`config.mk`:
```
export PLATFORM = sky130hd
export DESIGN_NAME = spi_result_tx
export DESIGN_NICKNAME = d
export VERILOG_FILES = /design/src/rtl/spi_result_tx.sv
export SDC_FILE = /design/constraint.sdc
export NUM_CORES = 1
export LEC_CHECK = 0
export ABC_AREA = 1
export CORE_MARGIN = 1
export CORE_UTILIZATION = 35
export DETAILED_ROUTE_END_ITERATION = 12
export GPL_TIMING_DRIVEN = 1
export HOLD_SLACK_MARGIN = 0.02
export SYNTH_ARGS = -nofsm -noshare
export SYNTH_HDL_FRONTEND = slang
export SYNTH_SLANG_ARGS = --single-unit
```
`constraint.sdc`:
```
create_clock -name clk -period 1.56 [get_ports clk]
set_input_delay 0.312 -clock clk [delete_from_list [all_inputs] [get_ports clk]]
set_output_delay 0.312 -clock clk [all_outputs]
set_load 0.02 [all_outputs]
```
`src/rtl/spi_result_tx.sv`:
```
// SPI target-side transmitter: returns the CPU output register to the SPI host.
// A one-entry hold buffer is filled through a ready/valid port. The word is shifted
// out MSB first in SPI mode 0, with sclk and cs_n synchronised into the clk domain.
module spi_result_tx #(
  parameter int DATA_WIDTH  = 8,
  parameter int SYNC_STAGES = 2
) (
  input  logic                  clk,
  input  logic                  reset,
  input  logic [DATA_WIDTH-1:0] data_in,
  input  logic                  data_valid,
  output logic                  data_ready,
  input  logic                  sclk,
  input  logic                  cs_n,
  output logic                  miso,
  output logic                  busy,
  output logic                  done,
  output logic                  aborted,
  output logic                  underrun
);

  localparam int CW = $clog2(DATA_WIDTH + 1);
  localparam logic [CW-1:0] CNT_FULL = CW'(DATA_WIDTH);
  localparam logic [CW-1:0] CNT_ONE  = CW'(1);

  typedef enum logic [1:0] {
    IDLE    = 2'd0,
    SHIFT   = 2'd1,
    WAIT_CS = 2'd2
  } state_t;

  // synchroniser chains plus one edge-detect flop per pin
  logic [SYNC_STAGES-1:0] sclk_sync_r;
  logic [SYNC_STAGES-1:0] cs_sync_r;
  logic                   sclk_d_r;
  logic                   cs_d_r;
  logic                   sclk_rise_s;
  logic                   sclk_fall_s;
  logic                   cs_fall_s;
  logic                   cs_rise_s;

  state_t                 state_r;
  state_t                 state_nxt_s;
  logic [DATA_WIDTH-1:0]  hold_r;
  logic [DATA_WIDTH-1:0]  hold_nxt_s;
  logic                   hold_full_r;
  logic                   hold_full_nxt_s;
  logic [DATA_WIDTH-1:0]  shift_r;
  logic [DATA_WIDTH-1:0]  shift_nxt_s;
  logic [CW-1:0]          bit_cnt_r;
  logic [CW-1:0]          bit_cnt_nxt_s;
  logic                   underrun_r;
  logic                   underrun_nxt_s;
  logic                   miso_r;
  logic                   miso_nxt_s;
  logic                   busy_r;
  logic                   busy_nxt_s;
  logic                   done_r;
  logic                   done_nxt_s;
  logic                   aborted_r;
  logic                   aborted_nxt_s;
  logic                   accept_s;

  // move the host pins into the clk domain and remember the previous synced level
  always_ff @(posedge clk) begin
    if (!reset) begin
      sclk_sync_r <= '0;
      cs_sync_r   <= '0;
      sclk_d_r    <= 1'b0;
      cs_d_r      <= 1'b0;
    end else begin
      sclk_sync_r <= {sclk_sync_r[SYNC_STAGES-2:0], sclk};
      cs_sync_r   <= {cs_sync_r[SYNC_STAGES-2:0], cs_n};
      sclk_d_r    <= sclk_sync_r[SYNC_STAGES-1];
      cs_d_r      <= cs_sync_r[SYNC_STAGES-1];
    end
  end

  assign sclk_rise_s =  sclk_sync_r[SYNC_STAGES-1] & ~sclk_d_r;
  assign sclk_fall_s = ~sclk_sync_r[SYNC_STAGES-1] &  sclk_d_r;
  assign cs_rise_s   =  cs_sync_r[SYNC_STAGES-1]   & ~cs_d_r;
  assign cs_fall_s   = ~cs_sync_r[SYNC_STAGES-1]   &  cs_d_r;

  assign accept_s    = data_valid & ~hold_full_r;

  // next-state logic for the load port, transfer FSM and registered outputs
  always_comb begin
    state_nxt_s     = state_r;
    hold_nxt_s      = hold_r;
    hold_full_nxt_s = hold_full_r;
    shift_nxt_s     = shift_r;
    bit_cnt_nxt_s   = bit_cnt_r;
    underrun_nxt_s  = underrun_r;
    done_nxt_s      = 1'b0;
    aborted_nxt_s   = 1'b0;

    // a word offered while the buffer is full is dropped, never overwrites
    if (accept_s) begin
      hold_nxt_s      = data_in;
      hold_full_nxt_s = 1'b1;
    end else begin
      hold_nxt_s      = hold_r;
    end

    case (state_r)
      IDLE: begin
        bit_cnt_nxt_s = '0;
        if (cs_fall_s) begin
          state_nxt_s = SHIFT;
          // accept_s is low whenever hold_full_r is set, so clearing here is safe
          if (hold_full_r) begin
            shift_nxt_s     = hold_r;
            hold_full_nxt_s = 1'b0;
          end else begin
            shift_nxt_s    = '0;
            underrun_nxt_s = 1'b1;
          end
        end else begin
          state_nxt_s = IDLE;
        end
      end
      SHIFT: begin
        if (cs_rise_s) begin
          aborted_nxt_s = 1'b1;
          bit_cnt_nxt_s = '0;
          state_nxt_s   = IDLE;
        end else if (sclk_rise_s) begin
          if (bit_cnt_r != CNT_FULL) begin
            bit_cnt_nxt_s = bit_cnt_r + CNT_ONE;
          end else begin
            bit_cnt_nxt_s = bit_cnt_r;
          end
          if (bit_cnt_r + CNT_ONE == CNT_FULL) begin
            done_nxt_s  = 1'b1;
            state_nxt_s = WAIT_CS;
          end else begin
            state_nxt_s = SHIFT;
          end
        end else if (sclk_fall_s) begin
          shift_nxt_s = {shift_r[DATA_WIDTH-2:0], 1'b0};
        end else begin
          state_nxt_s = SHIFT;
        end
      end
      WAIT_CS: begin
        if (cs_rise_s) begin
          bit_cnt_nxt_s = '0;
          state_nxt_s   = IDLE;
        end else begin
          state_nxt_s = WAIT_CS;
        end
      end
      default: begin
        bit_cnt_nxt_s = '0;
        state_nxt_s   = IDLE;
      end
    endcase

    busy_nxt_s = (state_nxt_s != IDLE);
    if (state_nxt_s == SHIFT) begin
      miso_nxt_s = shift_nxt_s[DATA_WIDTH-1];
    end else begin
      miso_nxt_s = 1'b0;
    end
  end

  // state, datapath and output registers
  always_ff @(posedge clk) begin
    if (!reset) begin
      state_r     <= IDLE;
      hold_r      <= '0;
      hold_full_r <= 1'b0;
      shift_r     <= '0;
      bit_cnt_r   <= '0;
      underrun_r  <= 1'b0;
      miso_r      <= 1'b0;
      busy_r      <= 1'b0;
      done_r      <= 1'b0;
      aborted_r   <= 1'b0;
    end else begin
      state_r     <= state_nxt_s;
      hold_r      <= hold_nxt_s;
      hold_full_r <= hold_full_nxt_s;
      shift_r     <= shift_nxt_s;
      bit_cnt_r   <= bit_cnt_nxt_s;
      underrun_r  <= underrun_nxt_s;
      miso_r      <= miso_nxt_s;
      busy_r      <= busy_nxt_s;
      done_r      <= done_nxt_s;
      aborted_r   <= aborted_nxt_s;
    end
  end

  assign data_ready = ~hold_full_r;
  assign miso       = miso_r;
  assign busy       = busy_r;
  assign done       = done_r;
  assign aborted    = aborted_r;
  assign underrun   = underrun_r;

endmodule

```
# Word level (Yosys, flattened, before mapping)
# Cells that the tools add are included.
# classes
addsub	1
n_eq_ne	12
mux	24
bitwise	13
reduce_logical	9
# ops
operator	n
$mux 8	5
$mux 4	4
$pmux 8 s2	1
$mux 2	5
$ne 2x2->1 const B	5
$not 1->1	8
$pmux 4 s2	1
$mux 1	7
$ne 3x3->1 const B	2
$pmux 2 s3	1
$reduce_and 3->1	2
$and 1x1->1	5
$reduce_and 5->1	1
$add 4x1->4 const B	1
$eq 2x1->1 const B	2
$eq 4x4->1 const B	1
$ne 4x4->1 const B	1
$reduce_and 2->1	2
$reduce_bool 2->1	2
$reduce_or 4->1	1
$eq 2x2->1 const B	1
$logic_not 2->1	1
# totals
regBits	34
input_bits	13
word_cells	74

# Logic depth before layout (Yosys ltp)
# depth
ltp_word	8
depth_mapped	9

# Worst setup path before layout
# Ideal clock, no wire load.
# synth_path
path_kind	reg2reg
start	register bit_cnt_r[0]
end	register bit_cnt_r[1]
t_arrival_ps	1069
required_time_ps	1444
path_slack_ps	375
stages_incl_launch_ff	9
period_less_slack_ps	1185
cell_sequence	dfxtp_1 inv_1 ha_1 nand3_1 nand2_1 nand2_2 nand2_2 o21ai_0 nor2_1
# synth_via
elab_chain_cells	5
elab_cells_between_ends	8
classes_between	add/sub (1); eq/ne (2); mux (4); reduce/logical (1)
# synth_rtl
item	line_no	source
start: declaration	50	logic [CW-1:0] bit_cnt_r;
start signal: assignment	185	bit_cnt_r <= bit_cnt_nxt_s;
$add 4x1->4	129	bit_cnt_nxt_s = bit_cnt_r + CNT_ONE;
$mux 4	128	if (bit_cnt_r != CNT_FULL) begin
$mux 4	127	end else if (sclk_rise_s) begin
$mux 4	123	if (cs_rise_s) begin
$pmux 4 s2	105	case (state_r)
# Parallel ways exist; a longest one is shown, timed or not. The select of a mux whose other input is x is not followed.
# A chain may end at the register's enable or synchronous reset.

# Final worst setup path
# layout_path
start	register underrun_r (netlist: underrun)
end	output port underrun
# layout_lines
item	line_no	source
start: declaration	52	logic underrun_r;
start signal: assignment	186	underrun_r <= underrun_nxt_s;
end: declaration	19	output logic underrun
# No word-level cell between the ends.

==> results_dict.tcl <==
set metrics [dict create \
    wl_per_cell_um 9.563 \
    min_period_over_period_pct 97.02 \
    area_growth_pct 20.14 \
    multi_input_area_um2 694.4 \
    die_area_um2 4725 \
    leakagePower_nw 0.9110 \
    final_cell_mix "59 x nand2_1, 50 x nor2_1, 34 x dfxtp_1, 30 x inv_1, 17 x clkdlybuf4s50_1" \
    rsz0062_at_grt "false" \
    syn-cell-area_um2 1559 \
    cts_buffer_depth 2 \
    crit_chain "clkdlybuf4s50_1" \
    cts_resized 1 \
    cp-end-kind "primary output" \
    crit_family "buffers and inverters" \
    grt_usage_pct 14.82 \
    ys_warn_count 0 \
    viasPerCell 4.368 \
    core_um2 4144 \
    post_cts_buffers 0 \
    dp_cells 296 \
    drc 0 \
    cap_viol_max_count 0 \
    ir_worst_vdd_mv 0.5021 \
    pin_count 19 \
    finalCriticalPeriod_ns 1.514 \
    max_freq_mhz 660.7 \
    yosys-top-cells-area "dfxtp_1 44%, nand2_1 14%, nor2_1 12%" \
    dp_hpwl_um 2116 \
    seq_area_frac_synth_pct 43.66 \
    r2r_slack_ns 0.22 \
    num-fill-cells 472 \
    cts-root-buf "clkbuf_8" \
    fin_tns_setup_ns 0 \
    muxShareOfSynthArea_pct 0 \
    cts_tree "yes" \
    clock-sinks 34 \
    status "completed" \
    final_area_um2 1873 \
    hold_viol 0 \
    placed_cell_area_um2 1779 \
    htreeDepth 2 \
    ys_types 23 \
    portBuffers 18 \
    synth_top_family_by_area "simple AND/OR/NAND/NOR gates" \
    drv_slew 0 \
    p_per_area_nw_per_um2 947.6 \
    yosys.area_share.simple_pct 37.32 \
    synth_compound_area_share_pct 5.618 \
    grt_overflow 0 \
    cts_buffers 5 \
    cts_hold_buf 0 \
    whs_ns 0.4178 \
    grt_max_degree 18 \
    critPathBufInv 1 \
    place.gp.congestion 0.8019 \
    grt_pass1_wl_um 5071 \
    yosysTopAreaCell "dfxtp_1" \
    yosysTopAreaCellShare_pct 43.66 \
    setup_viol 0 \
    worst_ep_required_time_ns 1.25 \
    slowest_stage "clkdlybuf4s50_1" \
    die_y_um 68.74 \
    routed_wl_um 2907 \
    final_cell_count_no_fill 304 \
    initial_core_util_pct 37.62 \
    num_vias 1328 \
    synth_nets 244 \
    synthXorXnorAreaFrac_pct 0 \
    die_x_um 68.74 \
    syn_inst 229 \
    power_mw 1.775 \
    ant_nets 0 \
    critPathKind "reg -> out" \
    clock_skew_ns 0.01033 \
    rows 23 \
    critical-path-max-stage-delay_ns 0.60 \
    clkSlewWorstSetupHoldPaths_ns 0.07 \
    hp-class "reg -> reg" \
    antenna_cells 0 \
    drive_above_1_share_pct 10.63 \
    mostFrequentLayoutCell "nand2_1" \
    min_from "sclk_sync_r[0]$_SDFF_PN0_" \
    regToRegStartpoint "bit_cnt_r[0]$_SDFFE_PN0P_" \
    syn_avg_cell_area_um2 6.808 \
    register_area_um2 680.7 \
    arrival_ns 1.20 \
    insertion_delay_ns 0.28 \
    drtIter0Drc 40 \
    crit_path_max_fanout 2 \
    slew-limit-headroom_pct 83.50 \
    ys_ff_latch 34 \
    detail_route.first_pass.iterations 4 \
    grt_pass1_vias 1161 \
    worstMarginPinSlew_ns 0.2469 \
    antenna_found_initial 0 \
    fin_nets 268 \
    start_kind "register" \
    startpoint "underrun$_SDFFE_PN0P_" \
    synth_fa_ha_area_share_pct 1.605 \
]
flip-flops by register name (all words and copies together) (netlist names), 2 cells and up:
name         flops
state_r          2
cs_sync_r        2
sclk_sync_r      2
shift_r          8
bit_cnt_r        4
hold_r           8
where the power goes:
group	total (mW)	internal, mW	switching [mW]
registers	0.931	0.908	0.0230
clock network	0.671	0.355	0.317
logic	0.173	0.0770	0.0959
total	1.77	1.34	0.436
kinds of logic (layout without fill, tap and decap cells):
logic type,count (synthesis),in the layout
AOI/OAI and AO/OA,16,16
adders and majority gates,2,2
buffers and inverters,39,64
DFF,34,34
and+or+nand+nor,138,138
worst paths after layout:
check	endpoint	depth (start not counted)
setup reg to reg	busy$_SDFF_PN0_	8
hold / removal	sclk_sync_r[1]$_SDFF_PN0_	2
setup / recovery	underrun	1
hold reg to reg	sclk_sync_r[1]$_SDFF_PN0_	2
stage by stage:
stage	util [%]	worst slack [ns]
floorplan	-	0.3751
global placement	42.93	0.1296
detailed placement	42.93	0.1110
CTS	45.20	0.02823
global route	45.20	0.007486
finish	45.20	0.04643
per-layer routing:
| layer | part of all wire (%) | track usage, % | up-vias |
|---|---|---|---|
| met5 | 0 | 0 | - |
| met4 | 0.96 | 5.357 | 0 |
| met3 | 3.3 | 4.441 | 2 |
| met2 | 42 | 23.04 | 19 |
| met1 | 53 | 19.32 | 565 |
| li1 | - | - | 742 |
layout make-up:
cell class	instances	share of cell area, %
Clock inverter	2	0.6680
Inverter	33	6.613
Multi-Input combinational cell	156	37.07
Timing Repair Buffer	23	11.56
Tap cell	50	3.340
Sequential cell	34	36.34
Clock buffer	6	4.409
Yosys cell counts:
cell,count
nand2_1,59
nor2_1,50
dfxtp_1,34
inv_1,30
nand3_1,15
o21ai_0,11
nand2_2,5
buf_6,3
nor2_2,3
a21oi_1,2
ha_1,2
inv_2,2
nand4_1,2
nor2_4,2
a21oi_2,1
buf_2,1
buf_4,1
clkbuf_8,1
clkinv_1,1
nor3_1,1
nor3b_1,1
o21ai_1,1
o21ai_2,1
Note: power is estimated with default switching activity, not from simulation.
